## src/rtl/sram_test_master_if.sv

```systemverilog
// Active-low asynchronous-SRAM style bus between the test master and the SRAM bridge slave port.
// The master drives strobes, address and write data; the slave returns read data.
interface sram_test_master_if #(
    parameter int DATA_BITS = 16,
    parameter int ADDR_BITS = 20
);
    logic                   m_chipselect_n;
    logic [DATA_BITS/8-1:0] m_byteenable_n;
    logic                   m_write_n;
    logic                   m_read_n;
    logic [ADDR_BITS-1:0]   m_address;
    logic [DATA_BITS-1:0]   m_writedata;
    logic [DATA_BITS-1:0]   m_readdata;

    modport master (
        output m_chipselect_n,
        output m_byteenable_n,
        output m_write_n,
        output m_read_n,
        output m_address,
        output m_writedata,
        input  m_readdata
    );

    modport slave (
        input  m_chipselect_n,
        input  m_byteenable_n,
        input  m_write_n,
        input  m_read_n,
        input  m_address,
        input  m_writedata,
        output m_readdata
    );
endinterface

```

## src/rtl/sram_test_master.sv

```systemverilog
// Fills or verifies a contiguous SRAM region with an incrementing pattern.
// Each word runs through SETUP / STROBE / HOLD; all bus outputs are registered.
module sram_test_master #(
    parameter int DATA_BITS     = 16,
    parameter int ADDR_BITS     = 20,
    parameter int STROBE_CYCLES = 2
) (
    input  logic                 clk,
    input  logic                 reset_n,
    input  logic                 start,
    input  logic                 mode,
    input  logic [ADDR_BITS-1:0] base_addr,
    input  logic [ADDR_BITS:0]   length,
    input  logic [DATA_BITS-1:0] seed,
    output logic                 busy,
    output logic                 done,
    output logic [ADDR_BITS:0]   err_count,
    output logic [ADDR_BITS-1:0] first_err_addr,
    output logic [DATA_BITS-1:0] first_err_data,
    sram_test_master_if.master   m
);

    localparam int CW      = (STROBE_CYCLES > 1) ? $clog2(STROBE_CYCLES) : 1;
    localparam int BE_BITS = DATA_BITS / 8;
    localparam logic [CW-1:0] CNT_LAST = CW'(STROBE_CYCLES - 1);

    typedef enum logic [2:0] {IDLE, SETUP, STROBE, HOLD, DONE} state_t;

    state_t               state;
    state_t               state_nx;
    logic                 mode_q;
    logic [DATA_BITS-1:0] pat_q;
    logic [ADDR_BITS:0]   rem_q;
    logic [CW-1:0]        cnt;
    logic                 last_strobe;
    logic                 active_nx;
    logic                 write_nx;
    logic                 read_nx;

    // Outputs are registered from the next state so each phase appears on the bus
    // in exactly the cycle the state machine is in that phase.
    always_comb begin
        state_nx    = state;
        last_strobe = (cnt == CNT_LAST);
        active_nx   = 1'b0;
        write_nx    = 1'b0;
        read_nx     = 1'b0;
        case (state)
            IDLE:    if (start) state_nx = (length == '0) ? DONE : SETUP;
            SETUP:   state_nx = STROBE;
            STROBE:  if (last_strobe) state_nx = HOLD;
            HOLD:    state_nx = (rem_q == (ADDR_BITS+1)'(1)) ? DONE : SETUP;
            DONE:    state_nx = IDLE;
            default: state_nx = IDLE;
        endcase
        active_nx = (state_nx == SETUP) || (state_nx == STROBE) || (state_nx == HOLD);
        write_nx  = (state_nx == STROBE) && !mode_q;
        read_nx   = (state_nx == STROBE) && mode_q;
    end

    always_ff @(posedge clk or negedge reset_n) begin
        if (!reset_n) state <= IDLE;
        else          state <= state_nx;
    end

    // rem_q counts words still to go; address and pattern advance only on HOLD->SETUP
    // so they stay stable for the whole access.
    always_ff @(posedge clk or negedge reset_n) begin
        if (!reset_n) begin
            mode_q           <= 1'b0;
            pat_q            <= '0;
            rem_q            <= '0;
            cnt              <= '0;
            busy             <= 1'b0;
            done             <= 1'b0;
            err_count        <= '0;
            first_err_addr   <= '0;
            first_err_data   <= '0;
            m.m_chipselect_n <= 1'b1;
            m.m_byteenable_n <= '1;
            m.m_write_n      <= 1'b1;
            m.m_read_n       <= 1'b1;
            m.m_address      <= '0;
            m.m_writedata    <= '0;
        end else begin
            busy             <= active_nx;
            done             <= (state_nx == DONE);
            m.m_chipselect_n <= !active_nx;
            m.m_byteenable_n <= {BE_BITS{!active_nx}};
            m.m_write_n      <= !write_nx;
            m.m_read_n       <= !read_nx;
            case (state)
                IDLE: begin
                    if (start) begin
                        mode_q         <= mode;
                        pat_q          <= seed;
                        rem_q          <= length;
                        cnt            <= '0;
                        err_count      <= '0;
                        first_err_addr <= '0;
                        first_err_data <= '0;
                        if (length != '0) begin
                            m.m_address <= base_addr;
                            if (!mode) m.m_writedata <= seed;
                        end
                    end
                end
                SETUP: cnt <= '0;
                STROBE: begin
                    cnt <= cnt + CW'(1);
                    if (last_strobe && mode_q && (m.m_readdata != pat_q)) begin
                        err_count <= err_count + (ADDR_BITS+1)'(1);
                        if (err_count == '0) begin
                            first_err_addr <= m.m_address;
                            first_err_data <= m.m_readdata;
                        end
                    end
                end
                HOLD: begin
                    rem_q <= rem_q - (ADDR_BITS+1)'(1);
                    if (state_nx == SETUP) begin
                        m.m_address <= m.m_address + ADDR_BITS'(1);
                        pat_q       <= pat_q + DATA_BITS'(1);
                        if (!mode_q) m.m_writedata <= pat_q + DATA_BITS'(1);
                    end
                end
                default: ;
            endcase
        end
    end

endmodule

```

## src/flat_wrapper.sv

```systemverilog
// flat-port wrapper written by rule: the top's interface ports become plain ports
module sram_test_master_flat 
#(
    parameter int DATA_BITS     = 16,
    parameter int ADDR_BITS     = 20,
    parameter int STROBE_CYCLES = 2
)
  (clk, reset_n, start, mode, base_addr, length, seed, busy, done, err_count, first_err_addr, first_err_data, m_m_chipselect_n, m_m_byteenable_n, m_m_write_n, m_m_read_n, m_m_address, m_m_writedata, m_m_readdata);
  sram_test_master_if #(.DATA_BITS(DATA_BITS), .ADDR_BITS(ADDR_BITS)) m_i ();
  input  logic clk;
  input  logic reset_n;
  input  logic start;
  input  logic mode;
  input  logic [ADDR_BITS-1:0] base_addr;
  input  logic [ADDR_BITS:0] length;
  input  logic [DATA_BITS-1:0] seed;
  output logic busy;
  output logic done;
  output logic [ADDR_BITS:0] err_count;
  output logic [ADDR_BITS-1:0] first_err_addr;
  output logic [DATA_BITS-1:0] first_err_data;
  output wire logic [$bits(m_i.m_chipselect_n)-1:0] m_m_chipselect_n;
  output wire logic [$bits(m_i.m_byteenable_n)-1:0] m_m_byteenable_n;
  output wire logic [$bits(m_i.m_write_n)-1:0] m_m_write_n;
  output wire logic [$bits(m_i.m_read_n)-1:0] m_m_read_n;
  output wire logic [$bits(m_i.m_address)-1:0] m_m_address;
  output wire logic [$bits(m_i.m_writedata)-1:0] m_m_writedata;
  input wire logic [$bits(m_i.m_readdata)-1:0] m_m_readdata;
  assign m_m_chipselect_n = m_i.m_chipselect_n;
  assign m_m_byteenable_n = m_i.m_byteenable_n;
  assign m_m_write_n = m_i.m_write_n;
  assign m_m_read_n = m_i.m_read_n;
  assign m_m_address = m_i.m_address;
  assign m_m_writedata = m_i.m_writedata;
  assign m_i.m_readdata = m_m_readdata;
  sram_test_master #(.DATA_BITS(DATA_BITS), .ADDR_BITS(ADDR_BITS), .STROBE_CYCLES(STROBE_CYCLES)) u_core (.clk(clk), .reset_n(reset_n), .start(start), .mode(mode), .base_addr(base_addr), .length(length), .seed(seed), .busy(busy), .done(done), .err_count(err_count), .first_err_addr(first_err_addr), .first_err_data(first_err_data), .m(m_i));
endmodule
```

## config.mk

```make
export PLATFORM = sky130hd
export DESIGN_NAME = sram_test_master_flat
export DESIGN_NICKNAME = d
export VERILOG_FILES = /design/src/rtl/sram_test_master_if.sv /design/src/rtl/sram_test_master.sv /design/src/flat_wrapper.sv
export SDC_FILE = /design/constraint.sdc
export NUM_CORES = 1
export LEC_CHECK = 0
export BUFFER_PORTS_ARGS = -buffer_cell sky130_fd_sc_hd__buf_2
export CAP_MARGIN = 10
export CORE_MARGIN = 4
export CORE_UTILIZATION = 45
export CTS_CLUSTER_DIAMETER = 120
export DETAILED_ROUTE_END_ITERATION = 7
export PLACE_DENSITY = 0.72
export SLEW_MARGIN = 25
export SYNTH_ARGS = -nofsm -noshare
export SYNTH_HDL_FRONTEND = slang
export SYNTH_SLANG_ARGS = --single-unit
```

## constraint.sdc

```tcl
create_clock -name clk -period 2.8 [get_ports clk]
set_clock_uncertainty 0.1 [all_clocks]
set_input_delay 0.28 -clock clk [delete_from_list [all_inputs] [get_ports clk]]
set_output_delay 0.28 -clock clk [all_outputs]
set_load 0.05 [all_outputs]
```

==> impl_metrics.toml, run 1 <==
[clock_tree]
cts_tree = "built"
cts_num_sinks = 140
cts_setup_buffers = 0
path_clk_slew_ns = 0.06
h-tree-depth = 4
clockBufferDepth = 2
numCtsBuffers = 17
clock_latency_ns = 0.42
cts_root_buffer = "clkbuf_16"

[sta]
slew_viol_final = 0
setup-violations-final = 0
max_freq_mhz = 376
maxSlewHeadroom_pct = 41.9
whs_ns = 0.0171
tightestPinTransition_ns = 0.871
period_minus_slack_ns = 2.66
period_share_pct = 95.0
setup_tns_ns = 0
rsz0062_at_grt = "yes"
finalHoldViolCount = 0

[placement]
portBuffers = 176
dp_hpwl_um = 14700
place.gp.congestion = 0.867

[synthesis]
synth_common_cells = "137 x dfrtp_1, 88 x nand2_1, 64 x nand3_1, 61 x nor2_1, 58 x a21oi_1"
synth.avg_cell_area_um2 = 9.25
synth_top_area_share_pct = 46.3
ys_types = 61
synth_edf_count = 0
synth_most_common_cell = "dfrtp_1"
syn_nets = 884
synth_cells = 801
ys_seq_area_share_pct = 47.3
netlist_area_mm2 = 0.00741
yosysTopAreaCell = "dfrtp_1"
synth_warnings = 0
ys_seq_elements = 140
synthTopCellsByArea = "dfrtp_1 46%, o2bb2ai_1 4.5%, nand2_1 4.5%"
synth_ff_type = "dfrtp_1"
ys_async_sr_fraction_pct = 100

[layout]
nets = 1060
fillerInstances = 1473
drive_above_1_share_pct = 27.7
area_growth_pct = 25.9

[global_route]
grt_usage_pct = 22.8
grt_max_degree = 76
antenna_found_initial = 3
grt_pass1_vias = 6405
grt_pass1_wl_um = 33800
grt_overflow = 0

[die]
io_pins = 177
start_util_pct = 46.3
die_y_um = 136
core_area_mm2 = 0.0160
dieArea_mm2 = 0.0186
rows = 46
die_w_um = 136

[critical_path]
critPathKind = "flip-flop to flip-flop"
end_kind = "flip-flop"
crit_required_ns = 3.01
path_max_fanout = 14
cp-start-kind = "flip-flop"
crit_arrival_ns = 2.87

[min_path]
hold_path.class = "primary input to flip-flop"

[power_and_ir_drop]
ir_worst_vdd_mv = 0.597
power_density_mw_per_mm2 = 741
leakage_nw = 4.15

[drt]
routed_wl_um = 21000
vias = 6798
drtIter0Drc = 562
antenna_left = 0
wire_per_inst_um = 17.4
drc = 0
viasPerCell = 5.63
firstDrtPassIters = 5

[job]
cap_viol_max_count = 0

[status]
status = "completed"
repair_timing:
| action | in CTS | in global routing |
|---|---|---|
| resized for setup | 0 | 2 |
| hold buffers | 9 | 0 |
| endpoints found under the setup margin | 0 | 14 |
| hold endpoints to repair | 78 | 0 |
cells in the final DEF (no fill, tap or decap), types with 6 or more instances in the layout:
cell type,n
xor2_1,26
o311ai_0,6
nor4_1,28
o21ai_0,41
xnor2_1,23
nand2_1,88
clkbuf_16,17
buf_2,175
nand4_1,13
inv_1,15
a21oi_1,57
dfrtp_1,137
o22ai_1,11
o211ai_1,10
nand3_1,64
mux2_2,7
ha_1,6
buf_4,24
nor3_1,24
dlygate4sd3_1,9
mux2_4,10
o2bb2ai_1,38
nor2_1,61
metrics by stage:
step | instances | utilization, % | setup slack (ns) | instance area [um2] | power [mW]
after CTS | 1205 | 58.2 | 0.0591 | 9310 | 6.96
after detailed placement | 1164 | 53.9 | 0.106 | 8630 | 4.69
after global routing | 1208 | 58.3 | -0.00801 | 9330 | 7.22
after floorplan | 801 | - | 0.164 | 7410 | 4.12
after global placement | 1164 | 53.9 | 0.123 | 8630 | 4.67
final | 1208 | 58.3 | 0.140 | 9330 | 6.91
final timing paths:
check | start | endpoint | slack, ns | depth (start not counted)
max | u_core.rem_q[6] | u_core.m.m_writedata[6] | 0.14 | 7
min | length[6] | u_core.rem_q[6] | 0.02 | 3
max reg2reg | u_core.rem_q[6] | u_core.m.m_writedata[6] | 0.14 | 7
min reg2reg | u_core.first_err_addr[11] | u_core.first_err_addr[11] | 0.39 | 1
max in group asynchronous | reset_n | u_core.pat_q[9] | 1.47 | 3
min in group asynchronous | reset_n | u_core.rem_q[4] | 0.35 | 2
state kept, by name, indices dropped and copies added, names as in the netlist, 3 cells and up:
signal,cells
u_core.rem_q,21
u_core.first_err_data,16
u_core.state,3
u_core.first_err_addr,20
u_core.m.m_writedata,16
u_core.m.m_address,20
u_core.pat_q,16
u_core.err_count,21
cell families (layout without fill, tap and decap cells):
| family | after synthesis | in the layout | synth area share, % |
|---|---|---|---|
| simple gates | 319 | 319 | 21.1 |
| xor+xnor | 49 | 49 | 5.79 |
| compound gates | 195 | 195 | 17.3 |
| fa+ha+maj | 6 | 6 | 1.01 |
| flops | 140 | 140 | 47.3 |
| buf+inv | 72 | 261 | 3.97 |
| other cells | 0 | 2 | 0 |
| mux | 20 | 20 | 3.50 |
area by class of cell:
cell class                 instances  area (um2)  share of cell area (%)
sequential                       140        3510                    37.6
clock inverter                    13         143                    1.53
clock buffer                      19         443                    4.75
inverter                          15        56.3                   0.604
multi-input combinational        589        3660                    39.2
antenna                            2        5.00                  0.0536
tap                              216         270                    2.90
timing repair buffer             214        1250                    13.4
power breakdown:
part           total, mW  internal (mW)  switching [mW]
Clock               2.24           1.34           0.903
Combinational       2.02          0.571            1.45
Sequential          2.65           2.34           0.310
critical path: stages, from the launching register on:
cell and delay (ns):
dfrtp_1 0.41, or4_4 0.56, or3_1 0.40, nor4_4 0.23, buf_12 0.16, o32ai_4 0.16, buf_6 0.22, mux2_4 0.29
layer usage:
layer  global-route usage, %  vias up  part of all wire [%]
met2                    34.0      214                    46
li1                        -     3281                     -
met5                       0        -                 0.062
met4                    7.00        2                   1.5
met3                    5.66       27                   6.4
met1                    32.9     3274                    46
No activity file was read; power rests on OpenSTA's default activity.
==> run 2: changes to the inputs <==
Settings changed: CELL_PAD_IN_SITES_DETAIL_PLACEMENT from default to 0, CELL_PAD_IN_SITES_GLOBAL_PLACEMENT from default to 1, CORE_UTILIZATION 45 to 37, PLACE_DENSITY 0.72 to 0.77.
==> run 2 against run 1 <==
Net effect: global-route usage fell by 3.2 points; count of clock-buffer cells in the layout rose by 1; non-clock buffer count rose by 5; register-to-register slack barely moved; highest routed layer unchanged; flip-flop and latch count did not move; sequential share of layout area fell by 0.40 points; critical path type unchanged; power rose by 0.87%.
==> impl_metrics.toml, run 2 (same netlist as run 1, synthesis figures left out) <==
[die]
core_area_mm2 = 0.0196
die_w_um = 150
dieArea_mm2 = 0.0224
rows = 51
io_pins = 177
die_y_um = 150
start_util_pct = 37.8

[sta]
finalHoldViolCount = 0
setup-violations-final = 0
period_share_pct = 94.7
whs_ns = 0.0252
slew_viol_final = 0
worst_slack_ns = 0.147
max_freq_mhz = 377
rsz0062_at_grt = "no"
period_minus_slack_ns = 2.65
tightestPinTransition_ns = 0.874
maxSlewHeadroom_pct = 41.7
setup_tns_ns = 0

[layout]
regArea_mm2 = 0.00351
drive_above_1_share_pct = 27.9
fin_area_mm2 = 0.00943
nets = 1065
fin_util_pct = 48.1
multiInputGateArea_mm2 = 0.00366
mostFrequentLayoutCells = "175 x buf_2, 137 x dfrtp_1, 88 x nand2_1"
top_regs = "u_core.err_count: 21 flops, u_core.rem_q: 21 flops"
fillerInstances = 1865
finalNonFillerCells = 1262
layout_commonest_cell = "buf_2"
area_growth_pct = 27.3

[global_route]
antenna_found_initial = 2
grt_max_degree = 56
grt_pass1_vias = 6404
grt_pass1_wl_um = 34900
grt_usage_pct = 19.6
grt_overflow = 0

[clock_tree]
path_clk_slew_ns = 0.07
clockBufferDepth = 2
cts_tree = "built"
cts_num_sinks = 140
clock_latency_ns = 0.42
cts_root_buffer = "clkbuf_16"
h-tree-depth = 4
cts_setup_buffers = 0
numCtsBuffers = 17

[drt]
viasPerCell = 5.31
vias = 6707
antenna_left = 0
drtIter0Drc = 490
wire_per_inst_um = 17.3
firstDrtPassIters = 5
routed_wl_um = 21900
drc = 0

[status]
status = "completed"

[placement]
pre_cts_slack_ns = 0.0266
dp_hpwl_um = 15400
portBuffers = 176
post_dp_cell_area_mm2 = 0.00871
dp_cells = 1217
place.gp.congestion = 0.821

[critical_path]
cp-start-kind = "flip-flop"
end_kind = "flip-flop"
crit_required_ns = 3.01
path_max_fanout = 11
critPathKind = "flip-flop to flip-flop"
crit_arrival_ns = 2.86

[min_path]
hold_path.class = "primary input to flip-flop"

[power_and_ir_drop]
power_density_mw_per_mm2 = 739
total_power_mw = 6.97
leakage_nw = 4.19
ir_worst_vdd_mv = 0.476

[job]
cap_viol_max_count = 0
-- run 2: cell type report --
cell class,instances,share of cell area (%)
Multi-Input combinational cell,589,38.8
Inverter,15,0.597
Antenna cell,2,0.0531
Timing Repair Buffer,219,13.5
Sequential cell,140,37.2
Clock inverter,12,1.46
Tap cell,265,3.52
Clock buffer,20,4.84
-- run 2: worst max-delay path, cell delays in order (launching register included) --
cell	delay, ns
dfrtp_1	0.40
or4_4	0.54
or3_1	0.38
nor4_4	0.25
buf_4	0.21
o32ai_4	0.13
buf_6	0.23
mux2_4	0.30
-- run 2: repair_timing --
item / in CTS / in global routing
setup endpoints to repair: 0 / 19
hold buffers: 10 / 0
gates resized for setup: 0 / 2
endpoints found under the hold margin: 61 / 0
-- run 2: worst paths after layout --
| path | startpoint | endpoint | slack, ns | depth (start not counted) |
|---|---|---|---|---|
| max | u_core.rem_q[7] | u_core.m.m_writedata[11] | 0.15 | 7 |
| min | m_m_readdata[6] | u_core.first_err_data[6] | 0.03 | 3 |
| max reg2reg | u_core.rem_q[7] | u_core.m.m_writedata[11] | 0.15 | 7 |
| min reg2reg | u_core.first_err_addr[16] | u_core.first_err_addr[16] | 0.38 | 1 |
| max in group asynchronous | reset_n | u_core.m.m_chipselect_n | 1.49 | 3 |
| min in group asynchronous | reset_n | u_core.rem_q[11] | 0.30 | 2 |
-- run 2: routing by layer --
layer	GRT usage, %	vias up	wire [um]
met4	4.67	2	264
li1	-	3277	-
met1	28.5	3213	10500
met2	29.4	197	9830
met3	5.09	18	1250
met5	0	-	12
-- run 2: where the power goes --
part	internal (mW)	switching, mW
logic	0.584	1.47
clock network	1.37	0.913
registers	2.34	0.288
total	4.30	2.68
